==> config.mk <==
export PLATFORM = sky130hd
export DESIGN_NAME = seq_divider
export DESIGN_NICKNAME = d
export VERILOG_FILES = /design/src/rtl/div_pkg.sv /design/src/rtl/seq_divider_rca.sv /design/src/rtl/seq_divider.sv
export SDC_FILE = /design/constraint.sdc
export NUM_CORES = 1
export LEC_CHECK = 0
export ABC_AREA = 1
export BUFFER_PORTS_ARGS = -buffer_cell sky130_fd_sc_hd__buf_2
export CORE_ASPECT_RATIO = 0.9
export CORE_MARGIN = 10
export CORE_UTILIZATION = 25
export CTS_CLUSTER_DIAMETER = 200
export DETAILED_ROUTE_END_ITERATION = 6
export GPL_ROUTABILITY_DRIVEN = 0
export MAX_ROUTING_LAYER = met4
export SYNTH_ARGS = -nofsm -noshare
export SYNTH_HDL_FRONTEND = slang
export SYNTH_SLANG_ARGS = --single-unit
==> constraint.sdc <==
create_clock -name clk -period 2.75 [get_ports clk]
set_input_delay 0.275 -clock clk [delete_from_list [all_inputs] [get_ports clk]]
set_output_delay 0.275 -clock clk [all_outputs]
set_load 0.01 [all_outputs]
==> src/rtl/div_pkg.sv <==
// Shared definitions for the sequential divider.
//   div_state_e  : FSM state encoding (IDLE, RUN, FIX, DONE)
//   cnt_width(n) : width of the RUN step counter, $clog2(n) but never below 1
package div_pkg;

  typedef enum logic [1:0] {
    IDLE = 2'd0,
    RUN  = 2'd1,
    FIX  = 2'd2,
    DONE = 2'd3
  } div_state_e;

  function automatic int cnt_width(input int n);
    if ($clog2(n) < 1) return 1;
    else return $clog2(n);
  endfunction

endpackage

==> src/rtl/seq_divider_rca.sv <==
// Ripple-carry adder used for the trial subtraction and the sign fix-ups.
//   W    : operand width
//   a    : addend A
//   b    : addend B
//   cin  : carry in
//   sum  : A + B + cin, truncated to W bits
module seq_divider_rca #(
  parameter int W = 4
) (
  input  logic [W-1:0] a,
  input  logic [W-1:0] b,
  input  logic         cin,
  output logic [W-1:0] sum
);

  logic [W:0] carry;

  assign carry[0] = cin;

  for (genvar i = 0; i < W; i++) begin : g_bit
    assign sum[i]     = a[i] ^ b[i] ^ carry[i];
    assign carry[i+1] = (a[i] & b[i]) | (a[i] & carry[i]) | (b[i] & carry[i]);
  end

endmodule

==> src/rtl/seq_divider.sv <==
// Iterative restoring divider, one quotient bit per clock.
//   clk, rst     : clock, asynchronous active-high reset
//   start        : request, accepted only while busy=0
//   is_signed    : 1 = two's-complement operands/results
//   dividend     : numerator (sampled with start)
//   divisor      : denominator (sampled with start)
//   busy         : high while an operation is in flight, including the done cycle
//   done         : one-cycle pulse, results valid from this cycle on
//   quotient     : registered quotient (truncated toward zero)
//   remainder    : registered remainder (sign of the dividend)
//   div_by_zero  : registered flag for the last completed operation
//   dbg_state    : current FSM state, for observation only
//
// Handshake: start is a request sampled on a rising clk edge only when
// busy=0; operands are captured on that same edge. busy then stays high
// until the cycle after the done pulse, so any start seen while busy=1 is
// dropped without resampling operands.
//
// Timeline (edge 0 = accept): RUN steps on edges 1..N, results are
// registered on the FIX edge N+1, done is high for the cycle after edge
// N+2 and busy drops at edge N+3.
module seq_divider
  import div_pkg::*;
#(
  parameter int N = 4
) (
  input  logic         clk,
  input  logic         rst,
  input  logic         start,
  input  logic         is_signed,
  input  logic [N-1:0] dividend,
  input  logic [N-1:0] divisor,
  output logic         busy,
  output logic         done,
  output logic [N-1:0] quotient,
  output logic [N-1:0] remainder,
  output logic         div_by_zero,
  output div_state_e   dbg_state
);

  localparam int CW = cnt_width(N);

  div_state_e    state;
  div_state_e    next_state;
  logic [CW-1:0] cnt;
  // Partial remainder. After every restoring step it is below the divisor
  // magnitude, so its top bit is zero and only N bits need storing; the
  // N+1-bit working value is formed by the shift below.
  logic [N-1:0]  r;
  logic [N-1:0]  q;
  logic [N-1:0]  dmag;
  logic [N-1:0]  dvd_raw;
  logic          q_neg;
  logic          r_neg;
  logic          dz;
  logic          done_q;

  logic          neg_dvd;
  logic          neg_dvs;
  logic          accept;
  logic [N-1:0]  dvd_mag;
  logic [N-1:0]  dvs_mag;
  logic [N:0]    r_sh;
  logic [N:0]    trial;
  logic [N-1:0]  q_fix;
  logic [N-1:0]  r_fix;

  assign neg_dvd = is_signed & dividend[N-1];
  assign neg_dvs = is_signed & divisor[N-1];
  assign accept  = (state == IDLE) && start && !done_q;

  // Operand magnitudes: XOR with the sign and carry it in.
  seq_divider_rca #(.W(N)) u_dvd_mag (
    .a   (dividend ^ {N{neg_dvd}}),
    .b   ({N{1'b0}}),
    .cin (neg_dvd),
    .sum (dvd_mag)
  );

  seq_divider_rca #(.W(N)) u_dvs_mag (
    .a   (divisor ^ {N{neg_dvs}}),
    .b   ({N{1'b0}}),
    .cin (neg_dvs),
    .sum (dvs_mag)
  );

  // Trial subtraction R - Dmag as R + ~Dmag + 1 at N+1 bits; a set MSB
  // means the subtraction went negative and R is kept.
  assign r_sh = {r, q[N-1]};

  seq_divider_rca #(.W(N+1)) u_trial (
    .a   (r_sh),
    .b   (~{1'b0, dmag}),
    .cin (1'b1),
    .sum (trial)
  );

  // Result sign fix-ups.
  seq_divider_rca #(.W(N)) u_q_fix (
    .a   (q ^ {N{q_neg}}),
    .b   ({N{1'b0}}),
    .cin (q_neg),
    .sum (q_fix)
  );

  seq_divider_rca #(.W(N)) u_r_fix (
    .a   (r ^ {N{r_neg}}),
    .b   ({N{1'b0}}),
    .cin (r_neg),
    .sum (r_fix)
  );

  // State, counter and datapath registers.
  always_ff @(posedge clk or posedge rst) begin
    if (rst) begin
      state       <= IDLE;
      cnt         <= '0;
      r           <= '0;
      q           <= '0;
      dmag        <= '0;
      dvd_raw     <= '0;
      q_neg       <= 1'b0;
      r_neg       <= 1'b0;
      dz          <= 1'b0;
      done_q      <= 1'b0;
      quotient    <= '0;
      remainder   <= '0;
      div_by_zero <= 1'b0;
    end else begin
      state  <= next_state;
      // done trails entry into DONE by one cycle; busy covers that cycle.
      done_q <= (state == DONE);
      case (state)
        IDLE: begin
          if (accept) begin
            cnt     <= CW'(N - 1);
            r       <= '0;
            q       <= dvd_mag;
            dmag    <= dvs_mag;
            dvd_raw <= dividend;
            q_neg   <= neg_dvd ^ neg_dvs;
            r_neg   <= neg_dvd;
            dz      <= (divisor == '0);
          end
        end
        RUN: begin
          q   <= {q[N-2:0], ~trial[N]};
          r   <= trial[N] ? r_sh[N-1:0] : trial[N-1:0];
          cnt <= cnt - 1'b1;
        end
        FIX: begin
          if (dz) begin
            quotient    <= '1;
            remainder   <= dvd_raw;
            div_by_zero <= 1'b1;
          end else begin
            quotient    <= q_fix;
            remainder   <= r_fix;
            div_by_zero <= 1'b0;
          end
        end
        default: ;
      endcase
    end
  end

  // Next-state logic.
  always_comb begin
    next_state = state;
    case (state)
      IDLE:    if (accept) next_state = RUN;
      RUN:     if (cnt == '0) next_state = FIX;
      FIX:     next_state = DONE;
      DONE:    next_state = IDLE;
      default: next_state = IDLE;
    endcase
  end

  // Outputs.
  always_comb begin
    busy      = (state != IDLE) || done_q;
    done      = done_q;
    dbg_state = state;
  end

endmodule

==> results.cfg, run 1 <==
[outcome]
status = completed

[clocking]
clock_tree.buffer_depth = 2
cts_resized = 0
cts-buffers-inserted = 5
cts_tree = yes
htreeDepth = 2
ctsHoldBuffers = 0
clk_pin_slew_worst_paths_ns = 0.07
cts_setup_buffers = 0
clock-sinks = 33
cts-root-buf = clkbuf_8
clock_latency_ns = 0.29

[critical_path]
critical_path_class = reg2reg
r2r_cells = 12
cp_data_arrival_time_ns = 2.72
startpoint = q[3]
reg2reg_setup_slack_ns = 0.25
critPathCaptureType = register
critPathMaxFanout = 6
reg2reg_to = r[0]
r2r-start = q[3]
crit_path_start_kind = register
critPathRequiredTime_ns = 2.98

[logic_synthesis]
yosysTopAreaCellShare = 0.411
syn-num-nets = 265
post_synth.cell_area_avg_sq_um = 8.62
synth-edff-count = 0
netlist_area_sq_um = 2010
ys_top_cells_by_count = nand2_1, dfrtp_1, inv_1
ys_top_cells_by_area = dfrtp_1, nand2_1, ha_1
yosys_most_used_dff = dfrtp_1
yosysSeqAreaShare = 0.411
yosysMostFrequentCell = nand2_1
ys_ff_latch = 33
yosysUniqueCellTypes = 31
synth_cells = 233
yosys_warnings = 0
synth_top_area_cell = dfrtp_1
async_flop_share = 1.00

[final_layout]
fillers = 806
drive_gt1_frac = 0.180
areaGrowthSynthToFinish_pct = 15.0
finalNetCount = 293
finalInstanceArea_sq_um = 2310
n_antenna_cell = 0

[global_route]
grt.overflow.total = 0
grt_pass1_wl_microns = 7610
grt_pass1_vias = 1582
grt.total_usage = 0.0804
antenna_found_initial = 0
grt_max_degree = 34

[routing]
via_per_inst = 4.27
wl_per_cell_microns = 12.2
wl_microns = 4360
vias = 1526
drt_iter0_markers = 58
detail-route-antenna-nets = 0
drc = 0
detail_route.first_pass.iterations = 4

[place]
place_area_sq_um = 2220
port_buffers = 24
dp_hpwl_microns = 3430

[floorplan]
fp.dieW_microns = 114
start_util = 0.261
dieArea_sq_um = 12000
rows = 30
pin_count = 25
die_y_microns = 105
core_area_sq_um = 7690

[pwr]
peakVddDrop_v = 0.000361
powerDensity_nw_per_um2 = 1140
leakagePower_nw = 1.22

[timing]
holdWs_ns = 0.0669
fin_crit_ns = 2.50
post-route-period-util = 0.907
finClkSkew_ns = 0.00641
tns_ns = 0
relSlewSlack = 0.710
tightestPinTransition_ns = 0.434
rsz0062_at_grt = no
slew_violations = 0
final_hold_viol_count = 0
fmax_mhz = 401
report.final.setup_viol = 0

[job]
maxCapViolCount = 0

[hold_path]
hp-class = in2async
worst max-delay path by stage:
stage | cells after the start | endpoint
global placement | 12 | r[1]
floorplan | 11 | r[0]
finish | 12 | r[0]
CTS | 12 | r[3]
global route | 12 | r[3]
detailed placement | 11 | r[3]
report_power, final:
group,switching [mW],internal [mW],leakage (nW)
logic,0.829,0.541,0.766
registers,0.174,0.718,0.405
clock network,0.173,0.199,0.0443
per-stage QoR:
stage                     power, mW  instances  setup slack [ns]   util
final                          2.63        357             0.255  0.300
after global routing           2.94        357            0.0733  0.300
after CTS                      2.68        357             0.266  0.300
after detailed placement       2.29        350             0.279  0.289
after global placement         2.26        350             0.384  0.289
after floorplan                1.93        233             0.477      -
worst max-delay path, cell delays in order, from the launching register on:
cell,delay [ns]
dfrtp_1,0.36
inv_1,0.08
ha_1,0.21
fa_1,0.39
fa_1,0.39
fa_1,0.39
inv_1,0.06
nand2_1,0.04
nand2_1,0.17
inv_1,0.11
nand2_1,0.07
nand3_1,0.07
nand2_1,0.07
logic make-up (layout without fill, tap and decap cells):
logic type / after synthesis / after routing / synth area share
and+or+nand+nor: 99 / 99 / 0.219
AOI/OAI and AO/OA: 30 / 30 / 0.0991
adders and majority gates: 20 / 20 / 0.136
xor gates and xnor gates: 11 / 11 / 0.0480
DFF: 33 / 33 / 0.411
buffers and inverters: 40 / 68 / 0.0866
layout make-up:
type / count / area (sq um) / area share
Clock buffer: 7 / 86.3 / 0.0374
Inverter: 35 / 134 / 0.0580
Sequential cell: 33 / 826 / 0.358
Tap cell: 96 / 120 / 0.0520
Multi-Input combinational cell: 160 / 1010 / 0.437
Timing Repair Buffer: 26 / 135 / 0.0585
layout by cell type (no fill, tap or decap), drive strengths merged:
| cell | n |
|---|---|
| xor2 | 9 |
| nand3 | 18 |
| nand2 | 64 |
| o22ai | 1 |
| xnor2 | 2 |
| nand3b | 1 |
| dfrtp | 33 |
| a21oi | 3 |
| o22a | 2 |
| ha | 17 |
| nor2 | 14 |
| clkbuf | 7 |
| or2 | 2 |
| inv | 35 |
| o211ai | 2 |
| buf | 26 |
| o21ai | 22 |
| fa | 3 |
routing by layer:
metal,routed length (microns),vias to the layer above,track usage
li1,-,787,-
met1,1980,717,0.0914
met2,2190,14,0.131
met3,130,8,0.0246
met4,65,0,0.0268
met5,0,-,-
state kept, by name, summed over array words and instances, names as in the netlist:
register	cells
dvd_raw	4
dbg_state	2
dz	1
r	4
q	4
q_neg	1
cnt	2
div_by_zero	1
r_neg	1
dmag	4
remainder	4
quotient	4
done	1
(Power assumes the default switching activity.)
==> inputs of run 2 (changes only) <==
--- a/config.mk
+++ b/config.mk
@@ -14,6 +14,7 @@
 export DETAILED_ROUTE_END_ITERATION = 6
 export GPL_ROUTABILITY_DRIVEN = 0
 export MAX_ROUTING_LAYER = met4
+export PLACE_DENSITY_LB_ADDON = 0.3
 export SYNTH_ARGS = -nofsm -noshare
 export SYNTH_HDL_FRONTEND = slang
 export SYNTH_SLANG_ARGS = --single-unit
==> run 2 against run 1 <==
  * Register-to-register slack about the same
  * Die area stayed put
  * Sequential cell count unchanged
  * Sequential power is essentially flat
  * Utilization down 0.081 points
  * Critical endpoint is now r[2]
  * Routed wire length grew 4.4%
  * Critical path depth did not move
  * Worst setup slack improved by 0.0076 ns
  * Global-route usage is 0.15 points higher
  * Fmax up 0.31%
  * Clock skew down 0.0025 ns
==> results.cfg, run 2 (same netlist as run 1, synthesis figures left out) <==
[outcome]
status = completed

[clocking]
cts_setup_buffers = 0
clock-sinks = 33
clk_pin_slew_worst_paths_ns = 0.07
cts-buffers-inserted = 5
clock_tree.buffer_depth = 2
cts-root-buf = clkbuf_8
ctsHoldBuffers = 0
cts_resized = 0
htreeDepth = 2
cts_tree = yes
clock_latency_ns = 0.29

[pwr]
netSwitchingFraction = 0.452
switching_power_mw = 1.19
leakagePower_nw = 1.21
powerDensity_nw_per_um2 = 1140
clkPwrFrac = 0.138
peakVddDrop_v = 0.000423
seqPwrFrac = 0.339
pwr-share-comb = 0.523
intPower_mw = 1.44

[global_route]
grt_max_degree = 34
met3_usage = 0.0246
antenna_found_initial = 0
grt.total_usage = 0.0819
grt_pass1_wl_microns = 7800
grt_pass1_vias = 1613
grt.overflow.total = 0
busiest_layer = met2
gr-usage-met1 = 0.101
use_met2 = 0.128

[routing]
drt_iter0_markers = 99
drc = 0
wl_per_cell_microns = 12.7
detail_route.first_pass.iterations = 4
wl_microns = 4560
vias = 1545
detail-route-antenna-nets = 0
via_per_inst = 4.32

[floorplan]
fp.dieW_microns = 114
dieArea_sq_um = 12000
core_area_sq_um = 7690
die_y_microns = 105
start_util = 0.261
pin_count = 25
rows = 30

[timing]
post-route-period-util = 0.905
rsz0062_at_grt = no
tns_ns = 0
final_hold_viol_count = 0
tightestPinTransition_ns = 0.449
report.final.setup_viol = 0
relSlewSlack = 0.700
fmax_mhz = 402
slew_violations = 0
holdWs_ns = 0.0872
finClkSkew_ns = 0.00394
fin_crit_ns = 2.49

[final_layout]
final_common_cell = nand2_1
layoutNonFillerInstCount = 358
utilization = 0.299
n_antenna_cell = 0
areaGrowthSynthToFinish_pct = 14.7
finalNetCount = 293
final_cell_mix = nand2_1, inv_1, dfrtp_1
drive_gt1_frac = 0.176
finalInstanceArea_sq_um = 2300

[hold_path]
hp-class = in2async

[critical_path]
r2r_cells = 12
cp_slowest_cell = fa_1
critPathCaptureType = register
critPathMaxStageDelay_ns = 0.39
critPathRequiredTime_ns = 2.98
cp_data_arrival_time_ns = 2.72
critPathMaxFanout = 6
critical_path_class = reg2reg
crit_path_start_kind = register
cp_cell_sequence = inv_1 -> ha_1 -> fa_1 -> fa_1 -> fa_1 -> inv_1 -> nand2_1 -> nand2_1 -> inv_1 -> nand2_1 -> nand3_1 -> nand2_1
path_common_cell = nand2_1

[job]
maxCapViolCount = 0

[place]
dp.cells = 350
dp_hpwl_microns = 3510
port_buffers = 24
place_area_sq_um = 2220
## run 2: changes by cell type in the layout (fill, tap and decap cells not counted), sizes merged
| cell | change |
|---|---|
| clkbuf | +1 |
## run 2: worst max-delay path: cells and delay by family (launching register included)
family / cells / cell delay [ns]
flops: 1 / 0.37
buf+inv: 3 / 0.27
fa+ha+maj: 4 / 1.38
simple gates: 5 / 0.42
## run 2: stage by stage
| stage | total power, mW | setup WS [ns] |
|---|---|---|
| after floorplan | 1.93 | 0.477 |
| after global placement | 2.28 | 0.383 |
| after detailed placement | 2.29 | 0.309 |
| after CTS | 2.67 | 0.283 |
| after global routing | 2.94 | 0.0613 |
| final | 2.62 | 0.262 |
## run 2: layout make-up
type                            instances  area (sq um)
Fill cell                             824          5390
Multi-Input combinational cell        160          1010
Sequential cell                        33           826
Timing Repair Buffer                   26           135
Inverter                               35           134
Tap cell                               96           120
Clock buffer                            8          80.1
## run 2: power groups by stage
stage	registers, mW	clock network [mW]	logic (mW)
final	0.890	0.361	1.37
after global routing	0.927	0.400	1.62
after CTS	0.895	0.371	1.40
after detailed placement	0.901	0	1.39
after global placement	0.895	0	1.39
after floorplan	0.889	0	1.04
## run 2: final timing paths
path,start,to,slack (ns)
max in group asynchronous,rst,q[1],2.35
min in group clk,dividend[0],dvd_raw[0],0.26
worst min-delay path,rst,remainder[2],0.09
worst max-delay path,q[3],r[2],0.26
worst min register to register,remainder[0],remainder[0],0.48
worst max register to register,q[3],r[2],0.26
## run 2: per-layer routing
| layer | routed length, microns | vias to the layer above |
|---|---|---|
| met4 | 42 | 0 |
| met5 | 0 | - |
| met3 | 158 | 5 |
| met2 | 2210 | 23 |
| li1 | - | 790 |
| met1 | 2140 | 727 |
==> inputs of run 3 (changes only) <==
--- a/config.mk
+++ b/config.mk
@@ -7,6 +7,8 @@
 export LEC_CHECK = 0
 export ABC_AREA = 1
 export BUFFER_PORTS_ARGS = -buffer_cell sky130_fd_sc_hd__buf_2
+export CELL_PAD_IN_SITES_DETAIL_PLACEMENT = 1
+export CELL_PAD_IN_SITES_GLOBAL_PLACEMENT = 1
 export CORE_ASPECT_RATIO = 0.9
 export CORE_MARGIN = 10
 export CORE_UTILIZATION = 25
==> run 3 against run 2 <==
  * Via count is 0.45% higher
  * Sequential power is 0.6% higher
  * Combinational power hardly changed
  * Utilization is 0.081 points higher
  * Worst setup slack better by 0.039 ns
  * Worst hold slack worse by 0.018 ns
  * Critical path depth stayed put
  * Design area is 0.27% higher
  * Global-route usage is 0.76 points higher
  * Count of clock-buffer cells in the layout is 1 lower
  * Critical endpoint unchanged
==> results.cfg, run 3 (same netlist as run 1, synthesis figures left out) <==
[place]
dp.cells = 350
dp_hpwl_microns = 3870
port_buffers = 24
dp_slack_ns = 0.282

[routing]
wl_per_cell_microns = 13.9
via_per_inst = 4.35
detail_route.first_pass.iterations = 4
wl_microns = 4970
drc = 0
detail-route-antenna-nets = 0
vias = 1552
drt_iter0_markers = 40

[outcome]
status = completed

[critical_path]
cp_data_arrival_time_ns = 2.68
critPathCaptureType = register
critPathRequiredTime_ns = 2.98
critical_path_class = reg2reg
critPathMaxFanout = 6
crit_path_start_kind = register

[clocking]
clk_pin_slew_worst_paths_ns = 0.07
cts_setup_buffers = 0
ctsHoldBuffers = 0
clock-sinks = 33
clock_latency_ns = 0.29
cts_resized = 0
cts_tree = yes
clock_tree.buffer_depth = 2
htreeDepth = 2
cts-root-buf = clkbuf_8
cts-buffers-inserted = 5

[global_route]
grt_pass1_vias = 1740
grt.total_usage = 0.0895
grt_max_degree = 34
antenna_found_initial = 0
grt_pass1_wl_microns = 8560
grt.overflow.total = 0

[final_layout]
final_common_cell = nand2_1
n_antenna_cell = 0
finalNetCount = 293
areaGrowthSynthToFinish_pct = 15.0
layoutNonFillerInstCount = 357
final_cell_mix = nand2_1, inv_1, dfrtp_1
utilization = 0.300
drive_gt1_frac = 0.180

[timing]
post-route-period-util = 0.891
holdWs_ns = 0.0689
worst_slack_ns = 0.301
report.final.setup_viol = 0
fmax_mhz = 408
tns_ns = 0
final_hold_viol_count = 0
finClkSkew_ns = 0.00666
tightestPinTransition_ns = 0.450
rsz0062_at_grt = no
relSlewSlack = 0.700
slew_violations = 0
fin_crit_ns = 2.45

[floorplan]
pin_count = 25
fp.dieW_microns = 114
rows = 30
dieArea_sq_um = 12000
die_y_microns = 105
start_util = 0.261
core_area_sq_um = 7690

[hold_path]
hp-class = in2async

[pwr]
peakVddDrop_v = 0.000384
leakagePower_nw = 1.22
powerDensity_nw_per_um2 = 1160

[job]
maxCapViolCount = 0
run 3: critical path, cell delays in order, from the launching register on:
cell     delay [ns]
dfrtp_1        0.36
inv_1          0.08
ha_1           0.21
fa_1           0.38
fa_1           0.38
fa_1           0.39
inv_1          0.06
nand2_1        0.04
nand2_1        0.16
inv_1          0.12
nand2_1        0.08
nand3_1        0.06
nand2_1        0.06
run 3: per-layer routing:
layer | part of all wire | global-route usage
met1 | 0.50 | 0.111
met5 | 0 | -
met2 | 0.47 | 0.140
met4 | 0.013 | 0.0295
met3 | 0.020 | 0.0194
run 3: final cells by class:
class,count,area [sq um]
fillers,933,5390
multi-input cells,160,1010
repair buffers,26,135
flip-flops and latches,33,826
inverters,35,134
well taps,96,120
clock buffers,7,86.3
run 3: path summary, 6_finish.rpt:
path,startpoint,to,slack (ns),depth (start not counted)
worst max-delay path,q[3],r[2],0.30,12
worst min-delay path,rst,remainder[2],0.07,3
min in group clk,dividend[0],dvd_raw[0],0.25,3
worst min register to register,remainder[3],remainder[3],0.48,2
max in group asynchronous,rst,done,2.35,3
worst max register to register,q[3],r[2],0.30,12
run 3: stage by stage:
step / total power, mW / cell area, sq um
detailed placement: 2.34 / 2220
CTS: 2.73 / 2310
global route: 2.99 / 2310
floorplan: 1.93 / 2010
finish: 2.67 / 2310
global placement: 2.31 / 2220
run 3: where the power goes:
| part | internal (mW) | switching (mW) |
|---|---|---|
| logic | 0.540 | 0.859 |
| registers | 0.717 | 0.177 |
| clock network | 0.199 | 0.180 |
| total | 1.46 | 1.22 |
